### config.mk
export PLATFORM = sky130hd
export DESIGN_NAME = k_loop_controller
export DESIGN_NICKNAME = d
export VERILOG_FILES = /design/src/rtl/k_loop_controller.sv
export SDC_FILE = /design/constraint.sdc
export NUM_CORES = 1
export LEC_CHECK = 0
export CAP_MARGIN = 0
export CORE_ASPECT_RATIO = 0.7
export CORE_MARGIN = 2
export CORE_UTILIZATION = 45
export CTS_BUF_LIST = sky130_fd_sc_hd__clkbuf_8
export CTS_CLUSTER_SIZE = 20
export DETAILED_ROUTE_END_ITERATION = 8
export GPL_ROUTABILITY_DRIVEN = 0
export PLACE_DENSITY = 0.68
export SYNTH_ARGS = -nofsm -noshare
export SYNTH_HDL_FRONTEND = slang
export SYNTH_SLANG_ARGS = --single-unit
### constraint.sdc
create_clock -name clk_i -period 5.02 [get_ports clk_i]
set_clock_uncertainty 0.2 [all_clocks]
set_input_delay 1.004 -clock clk_i [delete_from_list [all_inputs] [get_ports clk_i]]
set_output_delay 1.004 -clock clk_i [all_outputs]
set_load 0.05 [all_outputs]
### src/rtl/k_loop_controller.sv
// Kernel loop sequencer: delays a launch, then steps count_o over K cycles for n_rep iterations.
// All outputs registered; abort and reset return to IDLE without a done pulse.
module k_loop_controller #(
   parameter int START_DELAY = 5,
   parameter int K_W         = 8,
   parameter int REP_W       = 8
) (
   input  logic             clk_i,
   input  logic             rst_i,
   input  logic             start_i,
   input  logic             abort_i,
   input  logic [K_W-1:0]   k_i,
   input  logic [REP_W-1:0] n_rep_i,
   output logic             start_d_o,
   output logic             iter_start_o,
   output logic [K_W-1:0]   count_o,
   output logic [REP_W-1:0] iter_o,
   output logic             busy_o,
   output logic             done_o
);

   typedef enum logic [1:0] {IDLE, DELAY, RUN, DONE} state_t;

   localparam logic [7:0] DLY_LAST   = 8'(START_DELAY - 1);
   localparam bit         NO_DELAY   = (START_DELAY == 1);
   localparam logic [K_W-1:0]   K_ONE = K_W'(1);
   localparam logic [REP_W-1:0] N_ONE = REP_W'(1);

   state_t           state;
   logic [K_W-1:0]   k_lat;
   logic [REP_W-1:0] n_lat;
   logic [7:0]       dly;
   logic [K_W-1:0]   k_last;
   logic [REP_W-1:0] n_last;

   // Latched values are nonzero whenever RUN is reachable, so these never underflow in use.
   assign k_last = k_lat - K_ONE;
   assign n_last = n_lat - N_ONE;

   always_ff @(posedge clk_i) begin
      if (rst_i) begin
         state        <= IDLE;
         k_lat        <= '0;
         n_lat        <= '0;
         dly          <= '0;
         start_d_o    <= 1'b0;
         iter_start_o <= 1'b0;
         count_o      <= '0;
         iter_o       <= '0;
         busy_o       <= 1'b0;
         done_o       <= 1'b0;
      end else begin
         start_d_o    <= 1'b0;
         iter_start_o <= 1'b0;
         done_o       <= 1'b0;
         case (state)
            IDLE: begin
               if (start_i && !abort_i) begin
                  k_lat <= k_i;
                  n_lat <= n_rep_i;
                  if (k_i == '0 || n_rep_i == '0) begin
                     state  <= DONE;
                     done_o <= 1'b1;
                  end else if (NO_DELAY) begin
                     state        <= RUN;
                     busy_o       <= 1'b1;
                     start_d_o    <= 1'b1;
                     iter_start_o <= 1'b1;
                     count_o      <= '0;
                     iter_o       <= '0;
                  end else begin
                     state  <= DELAY;
                     busy_o <= 1'b1;
                     dly    <= 8'd1;
                  end
               end
            end
            DELAY: begin
               if (abort_i) begin
                  state  <= IDLE;
                  busy_o <= 1'b0;
                  dly    <= '0;
               end else if (dly == DLY_LAST) begin
                  state        <= RUN;
                  start_d_o    <= 1'b1;
                  iter_start_o <= 1'b1;
                  count_o      <= '0;
                  iter_o       <= '0;
                  dly          <= '0;
               end else begin
                  dly <= dly + 8'd1;
               end
            end
            RUN: begin
               if (abort_i) begin
                  state   <= IDLE;
                  busy_o  <= 1'b0;
                  count_o <= '0;
                  iter_o  <= '0;
               end else if (count_o == k_last) begin
                  count_o <= '0;
                  if (iter_o == n_last) begin
                     state  <= DONE;
                     busy_o <= 1'b0;
                     done_o <= 1'b1;
                     iter_o <= '0;
                  end else begin
                     iter_o       <= iter_o + N_ONE;
                     iter_start_o <= 1'b1;
                  end
               end else begin
                  count_o <= count_o + K_ONE;
               end
            end
            DONE: begin
               state <= IDLE;
            end
            default: begin
               state   <= IDLE;
               busy_o  <= 1'b0;
               count_o <= '0;
               iter_o  <= '0;
            end
         endcase
      end
   end

endmodule

; ---- Yosys cells after proc, flatten, opt, wreduce, memory -nomap -nowiden
; Index checks and enable logic that the tools add are counted.
[word_totals]
inputBits = 20
elab_cells = 87
regBits = 46
output_inout_bits = 20
[op_classes]
eq_ne = 14
n_addsub = 5
reduce_logical = 16
n_bitwise = 1
mux = 41
[op_table]
columns = operator, count
row1 = two-way mux 8 bit, 11
row2 = one-hot mux 8 bit (2 select lines), 3
row3 = "adder 8 x 1 -> 8 bit, second input constant", 3
row4 = equality test 8 bit, 2
row5 = logical NOT 8 bit, 2
row6 = two-way mux 1 bit, 16
row7 = "subtractor 8 x 1 -> 8 bit, second input constant", 2
row8 = two-way mux 2 bit, 7
row9 = "!= test 2 bit, second input constant", 5
row10 = "!= test 3 bit, second input constant", 3
row11 = "equality test 8 x 3 -> 1 bit, second input constant", 1
row12 = one-hot mux 2 bit (4 select lines), 1
row13 = AND reduction 4 bit, 2
row14 = AND reduction 3 bit, 2
row15 = AND reduction 6 bit, 1
row16 = "equality test 2 bit, second input constant", 2
row17 = one-hot mux 1 bit (2 select lines), 2
row18 = nonzero test 2 bit, 2
row19 = one-hot mux 1 bit (3 select lines), 1
row20 = nonzero test 3 bit, 1
row21 = "equality test 2 x 1 -> 1 bit, second input constant", 1
row22 = logical NOT 2 bit, 1
row23 = AND reduction 2 bit, 1
row24 = OR reduction 2 bit, 1
row25 = 4 further kinds, 4

; ---- Longest topological paths before layout
; Gate-level depths: netlist of run 1.
[logic_depth]
depth_word = 6
mapped_depth = 11
mapped_depth_nobuf = 9

; ---- Least setup slack after synthesis of run 1
; Ideal clock, no wire load.
[synth_timing]
kind = in2reg
from = input abort_i
to = register iter_o[0]
required_time_ps = 4749
setup_slack_ps = 2246
stages = 7
setup_time_ps = 71
t_arrival_ps = 2503
n_path_buf = 1
path_cell_list = nor2b_1 nand4_1 o21ai_1 a21bo_2 clkbuf_1 or4_1 a21oi_1
[synth_between]
elab_chain_len = 2
word_cells_on_any_way = 5
cone_classes = 2 x eq/ne / 2 x mux / 1 x reduce/logical
[synth_lines]
columns = item, line_no
row1 = "start, declared", 11  ; input logic abort_i,
row2 = != test 3 bit (no source line) (tied with other cells), -
row3 = AND reduction 4 bit (no source line) / one-hot mux 8 bit (2 select lines) (equally long branches), -
row4 = "end signal, assigned", 108  ; iter_o <= iter_o + N_ONE;
row5 = "end, declared", 17  ; output logic [REP_W-1:0] iter_o,
; Parallel ways exist; a longest one is shown, timed or not.
; A chain may end at the register's enable or synchronous reset.

; ---- Worst setup path in the final report of run 1
; Ends and elaborated chain as after synthesis.

==> results of run 1 <==
==> synthesized netlist by cell type, types with 2 or more instances <==
cell type,number
and3_1,5
a211oi_1,2
clkbuf_1,8
nor3_2,3
o32ai_1,6
o31ai_1,2
xnor2_1,14
xor2_1,16
nand2_1,43
nand2b_1,5
dfxtp_1,46
nand3_1,8
nor2_1,29
nor3_1,5
nor2b_1,4
o21ai_0,2
o311ai_1,2
o211ai_1,2
nand4b_1,2
nor3b_1,2
a21oi_1,34
nand3b_1,2
o21ai_1,2
ha_1,10
nor4_1,5
or3_1,10
mux2i_1,2
inv_1,19
nand4_1,5
or2_2,2
==> cells in the final DEF (no fill, tap or decap), drive strengths merged, types with 8 or more instances in the layout <==
| cell | Yosys | layout |
|---|---|---|
| a21oi | 35 | 35 |
| clkdlybuf4s50 | 0 | 39 |
| dfxtp | 46 | 46 |
| ha | 10 | 10 |
| inv | 19 | 19 |
| nand2 | 43 | 43 |
| nand3 | 8 | 8 |
| nor2 | 30 | 30 |
| nor3 | 8 | 8 |
| or3 | 10 | 10 |
| xnor2 | 14 | 14 |
| xor2 | 16 | 16 |
==> critical path, delay by kind of cell <==
family                 cells  cell delay, ns
buffers and inverters      1            0.49
AOI/OAI and AO/OA          3            0.87
and+or+nand+nor            3            0.78
==> report_power, final <==
part	total, W	switching [W]	internal, W	leakage [nW]
Sequential	0.000394	0.0000168	0.000378	0.373
Clock	0.000213	0.000119	0.0000936	0.0438
Combinational	0.000145	0.0000799	0.0000655	0.722
==> final timing paths <==
kind / endpoint / from / cells past startpoint / slack (ns)
setup / recovery: iter_o[0] / abort_i / 7 / 1.89
hold / removal: k_lat[7] / k_lat[7] / 2 / 0.29
setup reg to reg: iter_o[2] / n_lat[0] / 7 / 2.23
hold reg to reg: k_lat[7] / k_lat[7] / 2 / 0.29
==> metrics by stage <==
stage / hold WS [ns] / setup slack [ns] / utilization, % / instance area (sq um)
final: 0.294 / 1.89 / 55.6 / 3170
after global routing: 0.336 / 1.69 / 55.6 / 3170
after CTS: 0.301 / 1.94 / 55.6 / 3170
after detailed placement: 0.281 / 1.64 / 54.3 / 3090
after global placement: 0.283 / 1.72 / 54.3 / 3090
after floorplan: 0.250 / 2.25 / - / 2650
==> logic make-up after synthesis <==
logic type | after synthesis
muxes | 3
DFF | 46
adders and majority gates | 10
buffers and inverters | 31
xor gates and xnor gates | 30
and+or+nand+nor | 140
AOI/OAI and AO/OA | 67
==> state kept, by name (all words and copies together) (netlist names), 2 cells and up <==
register / count
count_o: 8
dly: 8
iter_o: 8
k_lat: 8
n_lat: 8
state: 2
==> metal layers <==
metal  vias up  part of all wire (%)  GRT usage (%)
li1       1221                     -              -
met1      1085                    51           31.7
met2        53                    42           29.4
met3         5                   6.3           4.30
met4         0                  0.63           3.75
met5         -                     0              0
==> layout make-up <==
| type | count | area share [%] |
|---|---|---|
| Clock buffer | 5 | 2.17 |
| Clock inverter | 2 | 0.316 |
| Inverter | 19 | 2.25 |
| Multi-Input combinational cell | 250 | 50.5 |
| Sequential cell | 46 | 29.0 |
| Tap cell | 75 | 2.96 |
| Timing Repair Buffer | 41 | 12.8 |
==> results_dict.tcl, run 1 <==
set metrics [dict create \
    clk_path_buf_depth 2 \
    clk_latency_ns 0.29 \
    grt_pass1_vias 2092 \
    synth_xor_area_share_pct 9.92 \
    cts_buffers 5 \
    post-route-period-util_pct 62.4 \
    syn_inst 327 \
    drv_slew 0 \
    crit_type "in2reg" \
    cts_resized 0 \
    fin_nets 393 \
    yosysTopAreaCellShare_pct 34.8 \
    tritoncts "done" \
    cp-start-kind "input port" \
    synth_edf_count 0 \
    end_kind "register" \
    clk_pin_slew_ns 0.08 \
    syn_area_sq_um 2650 \
    cts_setup_buffers 0 \
    dieHeight_um 68.2 \
    synth.largest_area_cell "dfxtp_1" \
    dpl.hpwl_mm 4.71 \
    ir_drop_mv 0.135 \
    firstDrtPassIters 4 \
    drt-initial-drc-count 117 \
    critPathSlowestCell "clkdlybuf4s50_1" \
    yosys.area_share.simple_pct 27.8 \
    seq_area_frac_synth_pct 34.8 \
    antenna_cells 0 \
    rsz0062_at_grt "false" \
    num_vias 2364 \
    cap_violations 0 \
    antenna_found_initial 0 \
    leakage_nw 1.14 \
    routedWlPerCell_um 14.1 \
    worstMarginPinSlew_ns 0.566 \
    required_ns 5.05 \
    multi_input_area_sq_um 1600 \
    fp.dieW_um 95.7 \
    fillers 538 \
    antenna_left 0 \
    max_freq_mhz 319 \
    ys_top_cells_by_area "dfxtp_1, a21oi_1, nand2_1" \
    die_area_sq_um 6530 \
    crit_path_max_fanout 11 \
    muxShareOfSynthArea_pct 1.18 \
    totalPowerFinal_w 0.000753 \
    grt_max_degree 26 \
    viasPerCell 5.40 \
    synth-seq-cells 46 \
    hp-class "reg2reg" \
    fin_cells 438 \
    design.core.area_sq_um 5700 \
    ctsHtreeMaxLevel 2 \
    syn_area_per_cell_sq_um 8.10 \
    initial_core_util_pct 46.5 \
    numClockSinks 46 \
    synth-compound-area-share_pct 16.8 \
    wl_mm 6.18 \
    seq_area_sq_um 921 \
    synth_top_family_by_area "simple AND/OR/NAND/NOR gates" \
    slew_headroom_pct 62.0 \
    dp.cells 431 \
    synth_nets 357 \
    rows 23 \
    hold_violations 0 \
    min_period_ns 3.13 \
    synth_warnings 0 \
    drc 0 \
    synth-main-ff-cell "dfxtp_1" \
    slowest_delay_ns 0.49 \
    area_growth_pct 19.7 \
    grt_usage_pct 20.6 \
    drive_gt1_share_pct 7.44 \
    ys_async_sr_fraction_pct 0 \
    cp.arrival_ns 3.16 \
    status "completed" \
    cp_cell_sequence "clkdlybuf4s50_1, nor2b_1, nand4_1, o21ai_1, a21bo_2, or4_1, a21oi_1" \
    power_density_nw_per_um2 237 \
    port_buffers 39 \
    finalSetupTns_ns 0 \
    cts-root-buf "clkbuf_8" \
    ios 40 \
    synth.distinct_cells 60 \
    hold_buffers 0 \
    grt-ovfl-total 0 \
    synth_fa_ha_area_share_pct 4.72 \
    finalSetupViolCount 0 \
    grt_pass1_wl_mm 10.3 \
]
Note: power is estimated with default switching activity, not from simulation.
==> run 2: changes to the inputs <==
Settings changed: PLACE_DENSITY 0.68 to 0.71.
Clock period 5.02 ns to 2.65 ns, I/O delays scaled along.
==> results_dict.tcl, run 2 (synthesis gave the netlist of run 1 again) <==
set metrics [dict create \
    holdPathStages 2 \
    firstDrtPassIters 4 \
    cp.arrival_ns 2.67 \
    fin_nets 408 \
    area_growth_pct 27.1 \
    finish.utilization_pct 59.1 \
    port_buffers 39 \
    clk_latency_ns 0.30 \
    cts_buffers 5 \
    fillers 529 \
    totalPowerFinal_w 0.00160 \
    placed_area_sq_um 3200 \
    cp-start-kind "register" \
    ir_drop_mv 0.320 \
    antenna_left 0 \
    finalSetupViolCount 0 \
    grt-ovfl-total 0 \
    max_freq_mhz 379 \
    antenna_cells 0 \
    setup_ws_ns 0.0144 \
    cap_violations 0 \
    viasPerCell 5.37 \
    drv_slew 0 \
    ios 40 \
    wl_met1_mm 3.55 \
    drt-initial-drc-count 132 \
    final_common_cell "dfxtp_1" \
    critPathLaunch "n_lat[2]" \
    wl_met3_um 282 \
    dpl.hpwl_mm 4.85 \
    antenna_found_initial 0 \
    drc 0 \
    routedWlPerCell_um 14.2 \
    rows 23 \
    ctsHtreeMaxLevel 2 \
    slew_headroom_pct 62.5 \
    numClockSinks 46 \
    die_area_sq_um 6530 \
    grt_usage_pct 20.7 \
    num_vias 2436 \
    crit_type "reg2reg" \
    tritoncts "done" \
    clk_pin_slew_ns 0.10 \
    cts-root-buf "clkbuf_8" \
    design.core.area_sq_um 5700 \
    end_kind "register" \
    crit_path_max_fanout 3 \
    timing.rr.start "n_lat[2]" \
    wl_mm 6.47 \
    grt_pass1_wl_mm 10.5 \
    r2r-end "iter_o[0]" \
    mostFrequentLayoutCells "dfxtp_1, nand2_1, clkdlybuf4s50_1" \
    fp.dieW_um 95.7 \
    status "completed" \
    rr_worst_depth 6 \
    dieHeight_um 68.2 \
    cts_setup_buffers 0 \
    rsz0062_at_grt "true" \
    post-route-period-util_pct 99.5 \
    drive_gt1_share_pct 13.2 \
    min_period_ns 2.64 \
    hold_violations 0 \
    clk_path_buf_depth 2 \
    hold_buffers 0 \
    required_ns 2.68 \
    power_density_nw_per_um2 474 \
    highest_layer "met4" \
    dp_slack_ns -0.00963 \
    leakage_nw 1.22 \
    final_area_sq_um 3370 \
    grt_pass1_vias 2201 \
    wl_met2_mm 2.61 \
    worstMarginPinSlew_ns 0.561 \
    initial_core_util_pct 46.5 \
    r2r_slack_ns 0.01 \
    hp-class "reg2reg" \
    grt_max_degree 19 \
    crit_end "iter_o[0]" \
]
==> run 2: worst min path at each step <==
| stage | startpoint | to |
|---|---|---|
| 2_1_floorplan | k_lat[7] | k_lat[7] |
| 3_3_place_gp | n_lat[7] | n_lat[7] |
| 3_5_place_dp | n_lat[7] | n_lat[7] |
| 4_1_cts | n_lat[7] | n_lat[7] |
| 5_1_grt | k_lat[7] | k_lat[7] |
| 6_report | n_lat[7] | n_lat[7] |
==> run 2: metrics by stage <==
| stage | TNS, ns | hold WS, ns | cells |
|---|---|---|---|
| finish | 0 | 0.307 | 454 |
| global route | -0.443 | 0.326 | 454 |
| CTS | 0 | 0.311 | 454 |
| detailed placement | -0.0170 | 0.297 | 446 |
| global placement | 0 | 0.285 | 446 |
| floorplan | 0 | 0.250 | 327 |
==> run 2: layout make-up <==
cell class | count | area, sq um | area share, %
Timing Repair Buffer | 56 | 518 | 15.4
Clock buffer | 5 | 68.8 | 2.04
Multi-Input combinational cell | 250 | 1650 | 48.9
Sequential cell | 46 | 922 | 27.4
Inverter | 19 | 71.3 | 2.12
Clock inverter | 3 | 45.0 | 1.34
Tap cell | 75 | 93.8 | 2.79
==> run 2: worst max-delay path, cell delays in order (launching register included) <==
cell and delay (ns):
dfxtp_1 0.32, or4_4 0.55, nor2_2 0.15, mux2_4 0.34
o311a_2 0.38, or4_1 0.47, a21oi_1 0.15
==> run 2: report_power, final <==
part | internal, W | total [W] | switching [W]
clock network | 0.000281 | 0.000535 | 0.000254
registers | 0.000715 | 0.000743 | 0.0000273
logic | 0.000147 | 0.000318 | 0.000171
==> run 2: routing by layer <==
layer	track usage, %	vias to the layer above
met2	29.5	57
met1	32.5	1129
met5	0	-
met4	3.57	0
li1	-	1248
met3	3.63	2
==> run 2: what timing repair did <==
action | in CTS | in global routing
pin swaps | 0 | 7
resized for setup | 1 | 10
endpoints found under the setup margin | 7 | 12
